$ cat src/rtl/uart_pkg.sv
// UART shared definitions: serializer state encoding, bit timing and frame shape.
// Latency: none (types, constants and a constant function only).
// Backpressure: not applicable.
package uart_pkg;

  typedef enum logic [1:0] {
    ST_IDLE  = 2'd0,
    ST_START = 2'd1,
    ST_DATA  = 2'd2,
    ST_STOP  = 2'd3
  } uart_state_t;

  localparam int DATA_BITS  = 8;
  localparam int STOP_BITS  = 1;
  localparam int FRAME_BITS = 1 + DATA_BITS + STOP_BITS;

  // Clock cycles per line bit, truncated toward zero.
  function automatic int clks_per_bit(input int clk_hz, input int baud);
    return clk_hz / baud;
  endfunction

endpackage

$ cat src/rtl/sync_fifo.sv
// Single-clock FIFO with registered occupancy and head-of-queue read port.
// Latency: a pushed word is visible at o_head one cycle after the push edge.
// Backpressure: a push while full or a pop while empty is silently dropped.
module sync_fifo #(
  parameter int DEPTH = 16,
  parameter int WIDTH = 8
) (
  input  logic                   clk,
  input  logic                   reset,
  input  logic                   i_push,
  input  logic [WIDTH-1:0]       i_push_data,
  input  logic                   i_pop,
  output logic [WIDTH-1:0]       o_head,
  output logic [$clog2(DEPTH):0] o_level,
  output logic                   o_full,
  output logic                   o_empty
);

  localparam int AW = $clog2(DEPTH);
  localparam int LW = AW + 1;

  logic [WIDTH-1:0] r_mem [DEPTH];
  logic [AW-1:0]    r_wr_ptr;
  logic [AW-1:0]    r_rd_ptr;
  logic [LW-1:0]    r_level;
  logic             w_push;
  logic             w_pop;

  assign o_full  = (r_level == LW'(DEPTH));
  assign o_empty = (r_level == '0);
  assign w_push  = i_push && !o_full;
  assign w_pop   = i_pop && !o_empty;
  assign o_head  = r_mem[r_rd_ptr];
  assign o_level = r_level;

  // Storage array; contents need no reset because occupancy gates every read.
  always_ff @(posedge clk) begin
    if (w_push) r_mem[r_wr_ptr] <= i_push_data;
  end

  // Pointers wrap naturally at DEPTH (power of two); level tracks push minus pop.
  always_ff @(posedge clk or negedge reset) begin
    if (!reset) begin
      r_wr_ptr <= '0;
      r_rd_ptr <= '0;
      r_level  <= '0;
    end else begin
      if (w_push) r_wr_ptr <= r_wr_ptr + AW'(1);
      if (w_pop)  r_rd_ptr <= r_rd_ptr + AW'(1);
      case ({w_push, w_pop})
        2'b10:   r_level <= r_level + LW'(1);
        2'b01:   r_level <= r_level - LW'(1);
        default: r_level <= r_level;
      endcase
    end
  end

endmodule

$ cat src/rtl/uart_tx_fifo.sv
// Buffered 8N1 UART transmitter: byte FIFO feeding a start/data/stop serializer.
// Latency: byte accepted into an empty idle block drives the line low after the next edge.
// Backpressure: o_ready drops when the FIFO holds DEPTH bytes; a same-cycle pop does not reopen it.
module uart_tx_fifo #(
  parameter int CLK_HZ = 125000000,
  parameter int BAUD   = 115200,
  parameter int DEPTH  = 16
) (
  input  logic                   clk,
  input  logic                   reset,
  input  logic [7:0]             i_data,
  input  logic                   i_valid,
  output logic                   o_ready,
  output logic                   o_uart_tx,
  output logic                   o_busy,
  output logic [$clog2(DEPTH):0] o_level
);

  import uart_pkg::*;

  localparam int             CPB      = clks_per_bit(CLK_HZ, BAUD);
  localparam int             CW       = $clog2(CPB + 1);
  localparam logic [CW-1:0]  CPB_LAST = CW'(CPB - 1);
  localparam logic [2:0]     BIT_LAST = 3'(DATA_BITS - 1);

  uart_state_t   r_state, w_state_nxt;
  logic [CW-1:0] r_baud, w_baud_nxt;
  logic [2:0]    r_bit, w_bit_nxt;
  logic [7:0]    r_shift, w_shift_nxt;
  logic          r_tx, w_tx_nxt;
  logic          w_pop;
  logic          w_push;
  logic          w_full;
  logic          w_empty;
  logic          w_baud_end;
  logic [2:0]    w_bit_inc;
  logic [7:0]    w_head;

  assign o_ready    = !w_full;
  assign w_push     = i_valid && o_ready;
  assign w_baud_end = (r_baud == CPB_LAST);
  assign w_bit_inc  = r_bit + 3'd1;
  assign o_uart_tx  = r_tx;
  assign o_busy     = (r_state != ST_IDLE) || !w_empty;

  sync_fifo #(
    .DEPTH (DEPTH),
    .WIDTH (8)
  ) u_fifo (
    .clk         (clk),
    .reset       (reset),
    .i_push      (w_push),
    .i_push_data (i_data),
    .i_pop       (w_pop),
    .o_head      (w_head),
    .o_level     (o_level),
    .o_full      (w_full),
    .o_empty     (w_empty)
  );

  // Serializer state register; line idles high out of reset.
  always_ff @(posedge clk or negedge reset) begin
    if (!reset) begin
      r_state <= ST_IDLE;
      r_baud  <= '0;
      r_bit   <= '0;
      r_shift <= '0;
      r_tx    <= 1'b1;
    end else begin
      r_state <= w_state_nxt;
      r_baud  <= w_baud_nxt;
      r_bit   <= w_bit_nxt;
      r_shift <= w_shift_nxt;
      r_tx    <= w_tx_nxt;
    end
  end

  // Next-state logic; the line value is computed one cycle ahead so o_uart_tx is a flop.
  always_comb begin
    w_state_nxt = r_state;
    w_baud_nxt  = r_baud;
    w_bit_nxt   = r_bit;
    w_shift_nxt = r_shift;
    w_tx_nxt    = r_tx;
    w_pop       = 1'b0;
    case (r_state)
      ST_IDLE: begin
        w_tx_nxt   = 1'b1;
        w_baud_nxt = '0;
        if (!w_empty) begin
          w_pop       = 1'b1;
          w_shift_nxt = w_head;
          w_state_nxt = ST_START;
          w_tx_nxt    = 1'b0;
        end
      end
      ST_START: begin
        if (w_baud_end) begin
          w_baud_nxt  = '0;
          w_bit_nxt   = '0;
          w_state_nxt = ST_DATA;
          w_tx_nxt    = r_shift[0];
        end else begin
          w_baud_nxt = r_baud + CW'(1);
          w_tx_nxt   = 1'b0;
        end
      end
      ST_DATA: begin
        if (w_baud_end) begin
          w_baud_nxt = '0;
          if (r_bit == BIT_LAST) begin
            w_state_nxt = ST_STOP;
            w_tx_nxt    = 1'b1;
          end else begin
            w_bit_nxt = w_bit_inc;
            w_tx_nxt  = r_shift[w_bit_inc];
          end
        end else begin
          w_baud_nxt = r_baud + CW'(1);
          w_tx_nxt   = r_shift[r_bit];
        end
      end
      ST_STOP: begin
        if (w_baud_end) begin
          w_baud_nxt = '0;
          // Chain straight into the next start bit when more bytes are queued.
          if (!w_empty) begin
            w_pop       = 1'b1;
            w_shift_nxt = w_head;
            w_state_nxt = ST_START;
            w_tx_nxt    = 1'b0;
          end else begin
            w_state_nxt = ST_IDLE;
            w_tx_nxt    = 1'b1;
          end
        end else begin
          w_baud_nxt = r_baud + CW'(1);
          w_tx_nxt   = 1'b1;
        end
      end
      default: begin
        w_state_nxt = ST_IDLE;
        w_tx_nxt    = 1'b1;
      end
    endcase
  end

endmodule
$ cat config.mk
export PLATFORM = sky130hd
export DESIGN_NAME = uart_tx_fifo
export DESIGN_NICKNAME = d
export VERILOG_FILES = /design/src/rtl/uart_pkg.sv /design/src/rtl/sync_fifo.sv /design/src/rtl/uart_tx_fifo.sv
export SDC_FILE = /design/constraint.sdc
export NUM_CORES = 1
export LEC_CHECK = 0
export ABC_AREA = 1
export BUFFER_PORTS_ARGS = -buffer_cell sky130_fd_sc_hd__buf_2
export CORE_MARGIN = 1
export CORE_UTILIZATION = 28
export CTS_CLUSTER_SIZE = 14
export DETAILED_ROUTE_END_ITERATION = 8
export PLACE_DENSITY = 0.43
export RECOVER_POWER = 100
export SETUP_SLACK_MARGIN = 0.1
export SLEW_MARGIN = 20
export SYNTH_ARGS = -nofsm -noshare
export SYNTH_HDL_FRONTEND = slang
export SYNTH_SLANG_ARGS = --single-unit
$ cat constraint.sdc
create_clock -name clk -period 7.3 [get_ports clk]
set_input_delay 0.365 -clock clk [delete_from_list [all_inputs] [get_ports clk]]
set_output_delay 0.365 -clock clk [all_outputs]
set_load 0.01 [all_outputs]
==> Yosys cells after proc, flatten, opt, wreduce, memory -nomap -nowiden <==
Memories as Yosys holds them, arrays and structs flattened.
Index checks and enable logic that the tools add are counted.
{ "op_classes": {"addsub": 6, "magnitude_cmp": 2, "n_eq_ne": 14, "muxes": 32, "n_reduce_logical": 16} }
{ "op_table": {"columns": ["op", "n"], "rows": [
  ["$pmux W11 S2", 1],
  ["$mux W8", 2],
  ["$pmux W8 S2", 1],
  ["$mux W1", 12],
  ["$ne A2 B2 Y1 const B", 6],
  ["$add A11 B1 Y11 const B", 1],
  ["$eq A11 B11 Y1 const B", 1],
  ["$mux W11", 1],
  ["$mux W2", 5],
  ["$pmux W5 S2", 1],
  ["$mux W3", 3],
  ["$add A4 B1 Y4 const B", 2],
  ["$lt A3 B4 Y1 const B", 2],
  ["$pmux W2 S4", 1],
  ["$reduce_bool A2 Y1", 4],
  ["$bmux W1 S3", 2],
  ["$eq A2 B2 Y1 const B", 3],
  ["$pmux W3 S2", 1],
  ["$add A5 B1 Y5 const B", 1],
  ["$eq A5 B5 Y1 const B", 1],
  ["$logic_not A5 Y1", 1],
  ["$reduce_and A5 Y1", 1],
  ["$sub A5 B1 Y5 const B", 1],
  ["$eq A2 B1 Y1 const B", 2],
  ["other kinds (11)", 14]
]} }
{ "totals": {"regBits": 38, "ramBits": 128, "in_bits": 11, "elab_cells": 79, "memories": 1} }
{ "memory_table": {"columns": ["memory", "words", "width", "rd", "rd_clocked_by_memory_dff", "wr", "line", "rtl"], "rows": [
  ["u_fifo.r_mem", 16, 8, 1, 0, 1, "sync_fifo.sv:22", "logic [WIDTH-1:0] r_mem [DEPTH];"]
]} }

==> Depth between registers and ports, before layout <==
{ "logic_depth": {"word_depth": 7, "ltp_mapped": 18, "mapped_depth_nobuf": 18} }

==> Hierarchy <==
Synthesis repeated with hierarchy kept, for this count alone.
{ "unflattened": {"hier_cells": 817, "hier_area_um2": 7742.4} }
{ "by_module_without_submodules": {"columns": ["mod", "n_inst", "cells_per_inst", "area_each_um2", "seq_area_each_um2"], "rows": [
  ["sync_fifo", 1, 621, 6231.0, 4169.0],
  ["uart_tx_fifo", 1, 196, 1511.4, 626.9]
]} }

==> Worst setup path after synthesis <==
Ideal clock, no wire load.
{ "synth_path": {"path_type": "reg2reg", "start": "register r_baud[0]", "end": "register u_fifo.r_level[4] (netlist: u_fifo.o_level[4])", "setup_ns": 0.126, "t_arrival_ns": 2.434, "required_time_ns": 7.174, "path_slack_ns": 4.740, "path_stages_with_launch": 19, "n_path_buf": 0, "path_cell_list": "dfrtp_1 inv_1 ha_1 inv_1 nor2_1 nand3_4 nand2_4 nand2_2 inv_2 ha_1 inv_1 fa_1 inv_1 nand2_1 nand2_1 a21oi_1 xor2_1 nand2_1 o21ai_0"} }
{ "synth_via": {"elab_chain_len": 6, "elab_cells_between_ends": 8, "classes_between": "3 x eq/ne; 3 x mux; 2 x reduce/logical"} }
{ "synth_lines": {"columns": ["item", "line", "rtl"], "rows": [
  ["start: declaration", "uart_tx_fifo.sv:27", "logic [CW-1:0] r_baud, w_baud_nxt;"],
  ["start signal: assignment", "uart_tx_fifo.sv:71", "r_baud <= w_baud_nxt;"],
  ["$eq A11 B11 Y1 (*)", "uart_tx_fifo.sv:41", "assign w_baud_end = (r_baud == CPB_LAST);"],
  ["$mux W1 (*)", "uart_tx_fifo.sv:124", "if (w_baud_end) begin"],
  ["$pmux W1 S2 (*)", "uart_tx_fifo.sv:86", "case (r_state)"],
  ["$logic_and A1 B1 Y1 (*)", "sync_fifo.sv:32", "assign w_pop = i_pop && !o_empty;"],
  ["named net u_fifo.w_pop", "sync_fifo.sv:27", "logic w_pop;"],
  ["$eq A2 B1 Y1 / $eq A2 B2 Y1 (equally long branches)", "sync_fifo.sv:50", "case ({w_push, w_pop})"],
  ["$pmux W5 S2 / $reduce_bool A2 Y1 (equally long branches)", null, null],
  ["end signal: assignment", "sync_fifo.sv:51", "2'b10: r_level <= r_level + LW'(1);"],
  ["end signal: assignment", "sync_fifo.sv:52", "2'b01: r_level <= r_level - LW'(1);"],
  ["end signal: assignment", "sync_fifo.sv:53", "default: r_level <= r_level;"],
  ["end: declaration", "sync_fifo.sv:25", "logic [LW-1:0] r_level;"]
]} }
Mark *: on every way through the listed nets, which the timed path passes. The rest lies on a longest branch.
A chain may end at the register's enable or synchronous reset.

==> Worst setup path after layout <==
{ "layout_path": {"start": "register u_fifo.r_rd_ptr[0]", "end": "register r_shift[5]"} }
{ "layout_via": {"elab_chain_len": 4} }
{ "layout_lines": {"columns": ["item", "line", "rtl"], "rows": [
  ["start: declaration", "sync_fifo.sv:24", "logic [AW-1:0] r_rd_ptr;"],
  ["start signal: assignment", "sync_fifo.sv:49", "if (w_pop) r_rd_ptr <= r_rd_ptr + AW'(1);"],
  ["$mem_v2 Z16 W8 (*)", null, null],
  ["$mux W8 (*)", "uart_tx_fifo.sv:90, uart_tx_fifo.sv:127", null],
  ["$mux W8", "uart_tx_fifo.sv:124", null],
  ["$pmux W8 S2 (*)", "uart_tx_fifo.sv:86", null],
  ["end signal: assignment", "uart_tx_fifo.sv:73", "r_shift <= w_shift_nxt;"],
  ["end: declaration", "uart_tx_fifo.sv:29", "logic [7:0] r_shift, w_shift_nxt;"]
]} }
Every way passes the cells marked *; elsewhere a longest branch is shown, timed or not. The select of a mux whose other input is x is not followed.

==> impl_metrics.tcl <==
set metrics [dict create \
    fin_nets 736 \
    cts.sinks 166 \
    cts_resized 0 \
    clk_pin_slew_ns 0.07 \
    r2r-start "u_fifo.r_rd_ptr[0]$_DFFE_PN0P_" \
    r2r.worst_path.cells 9 \
    drive_gt1_share_pct 6.95 \
    tightest_slew_ns 3.03 \
    required_ns 7.67 \
    synth-compound-area-share_pct 9.00 \
    ys_async_sr_fraction_pct 22.9 \
    ys_ff_latch 166 \
    syn_area_per_cell_um2 10.7 \
    row_count 59 \
    crit_path_end_kind "flip-flop" \
    yosysSeqAreaShare_pct 64.8 \
    seqPwrFrac_pct 50.7 \
    endpoint "r_shift[5]$_DFFE_PN0P_" \
    drtIter0Drc 337 \
    rsz0062_at_grt "false" \
    post_cts_buffers 0 \
    antenna_found_initial 0 \
    clockRootBuffer "clkbuf_16" \
    wl_met3_um 533 \
    first_pass_iters 5 \
    wl_met2_mm 8.31 \
    cap_viol_max_count 2 \
    final-hold-violation-count 0 \
    cts-buffers-inserted 17 \
    io_pins 19 \
    port_buffers 18 \
    synth_flop_cell "edfxtp_1" \
    p_total_mw 2.28 \
    crit_path_cell_trace "buf_4, inv_2, clkbuf_1, o21ai_0, o211ai_1, nand3_1, nand2_1, nand2_1, nand2_1" \
    setup_violations 0 \
    top_layer "met4" \
    crit_fanout 67 \
    r2r_slack_ns 2.90 \
    crit_cells 9 \
    cp-start-kind "flip-flop" \
    min_path_type "input pin to flip-flop" \
    die_w_um 165 \
    antenna_cells 0 \
    combPwrFrac_pct 9.8 \
    place_hpwl_mm 11.0 \
    ctsHoldBuffers 0 \
    clk_path_buf_depth 2 \
    yosysMostFrequentCell "nor2_1" \
    cellPowerDensity_nw_per_um2 273 \
    synth_top_family_by_area "simple AND/OR/NAND/NOR gates" \
    grt_pass1_vias 4837 \
    worst_ep_arrival_time_ns 4.77 \
    max-vdd-ir-drop_mv 0.153 \
    relSlewSlack_pct -102 \
    switchingPower_uw 646 \
    syn_area_um2 7400 \
    syn2layout_area_growth_pct 12.9 \
    postSynthCellCount 690 \
    htreeDepth 4 \
    fillCellCount 2662 \
    cts_tree "done" \
    synth_area_leader_cell "edfxtp_1" \
    setup_slack_ns 2.90 \
    switching_share_pct 28.3 \
    dieArea_um2 27100 \
    slowest_delay_ns 2.14 \
    wl_per_cell_um 16.8 \
    gr-total-overflow 0 \
    min_period_ns 4.40 \
    synthTopCellsByArea "edfxtp_1 (52%), dfrtp_1 (13%), nor2_1 (7.0%)" \
    dieHeight_um 165 \
    hold_depth 3 \
    post_drt_via_cell_ratio 4.65 \
    drc_errors 0 \
    crit_family "buffers and inverters" \
    grt_pass1_wl_mm 27.6 \
    r2r_end "r_shift[5]$_DFFE_PN0P_" \
    ys_top_cells_by_count "nor2_1 (137), edfxtp_1 (128), nand2_1 (95)" \
    grt_max_degree 68 \
    vias 4904 \
    routed_wl_mm 17.7 \
    worstSetupStartpoint "u_fifo.r_rd_ptr[0]$_DFFE_PN0P_" \
    core_area_um2 26000 \
    synth_xor_area_share_pct 1.66 \
    start_util_pct 28.5 \
    status "finished, violations left" \
    intPower_mw 1.64 \
    yosys.area_share.simple_pct 16.8 \
    p_leak_nw 3.04 \
    clk_latency_ns 0.43 \
    finalCritPeriodShare_pct 60.3 \
    muxShareOfSynthArea_pct 0 \
    netlist.area_leader.share_pct 52.0 \
    critical_path.most_common_cell "nand2_1" \
    crit_buf_inv 3 \
    clock.fmax_mhz 227 \
    yosysWarnings 0 \
    tns_ns 0 \
    synth_fa_ha_area_share_pct 3.31 \
    place_ws_ns 4.44 \
    crit_path_top_delay_cell "clkbuf_1" \
    slew_violations 104 \
    synth_edf_count 128 \
    finClkSkew_ns 0.0155 \
    violations "capacitance limit, slew limit" \
    ant_nets 0 \
    met1_length_mm 8.81 \
    track_usage_pct 13.9 \
    yosysUniqueCellTypes 36 \
    clockPowerShare_pct 39.5 \
    syn_nets 720 \
    crit_type "flip-flop to flip-flop" \
    gp_congestion 0.809 \
]
==> tightest hold or removal path: stages <==
cell	delay (ns)
buf_2	0.10
nand2_1	0.22
xor2_1	0.10
==> state kept, by name (all words and copies together) (netlist names) <==
register and flops:
r_state 2, r_bit 3, r_shift 8, u_fifo.o_level 5
u_fifo.r_wr_ptr 4, r_baud 11, u_fifo.r_mem 128, u_fifo.r_rd_ptr 4
o_uart_tx 1
==> layout by cell type, fill, tap and decap left out, types with 2 or more instances in the layout <==
cell type    n
inv_6        2
clkinv_1     2
inv_1       44
dfrtp_1     36
nor3_1       5
clkinv_4     2
clkinv_8     4
xnor2_1      6
nand2_1     97
nor2_1     138
edfxtp_1   128
o21ai_0     44
o31ai_1      2
nand4_1      6
clkbuf_1    18
o211ai_1    24
inv_8        6
nand3_1     44
a21oi_1      9
xor2_1       8
ha_1        18
clkbuf_16   17
inv_2        7
o21ai_1     35
buf_4        3
==> power groups by stage <==
stage                     clock [mW]  sequential [mW]  combinational, mW
after CTS                      0.922             1.16              0.236
after detailed placement           0             1.18              0.235
after global placement             0             1.18              0.230
after floorplan                    0             1.17              0.137
after global routing           0.952             1.17              0.258
final                          0.903             1.16              0.224
==> per-layer routing <==
layer / track usage [%] / up-vias
met5: 0 / -
met4: 3.42 / 0
met3: 3.09 / 4
met2: 22.0 / 80
met1: 19.1 / 2417
li1: - / 2403
==> worst min-delay path by stage <==
stage,to,from,slack (ns)
global route,u_fifo.r_wr_ptr[0]$_DFFE_PN0P_,i_valid,0.40
global placement,r_baud[0]$_DFF_PN0_,r_baud[0]$_DFF_PN0_,0.47
floorplan,r_baud[0]$_DFF_PN0_,reset,0.07
finish,u_fifo.r_wr_ptr[0]$_DFFE_PN0P_,i_valid,0.42
detailed placement,r_baud[0]$_DFF_PN0_,r_baud[0]$_DFF_PN0_,0.49
CTS,r_baud[4]$_DFF_PN0_,reset,0.09
==> layout make-up <==
| cell class | instances | area (um^2) | share of cell area [%] |
|---|---|---|---|
| Timing Repair Buffer | 22 | 95.1 | 1.14 |
| Multi-Input combinational cell | 446 | 2250 | 26.9 |
| Tap cell | 335 | 419 | 5.02 |
| Clock inverter | 15 | 173 | 2.07 |
| Inverter | 53 | 199 | 2.38 |
| Clock buffer | 17 | 425 | 5.09 |
| Sequential cell | 166 | 4800 | 57.4 |
==> logic make-up after synthesis <==
logic type | count (synthesis)
AO/OA/AOI/OAI | 117
XOR/XNOR | 14
adder cells (fa/ha/maj) | 19
buffers and inverters | 78
flip-flops | 166
AND/OR/NAND/NOR | 296
==> per-stage QoR <==
| stage | instance area [um^2] | cells | util, % | hold slack, ns |
|---|---|---|---|---|
| after CTS | 8410 | 1054 | 32.4 | 0.0919 |
| after detailed placement | 7810 | 1022 | 30.1 | 0.487 |
| after global placement | 7810 | 1022 | 30.1 | 0.471 |
| after floorplan | 7400 | 690 | - | 0.0694 |
| final | 8360 | 1054 | 32.2 | 0.416 |
| after global routing | 8360 | 1054 | 32.2 | 0.398 |
Power figures use the tool's default switching activity.
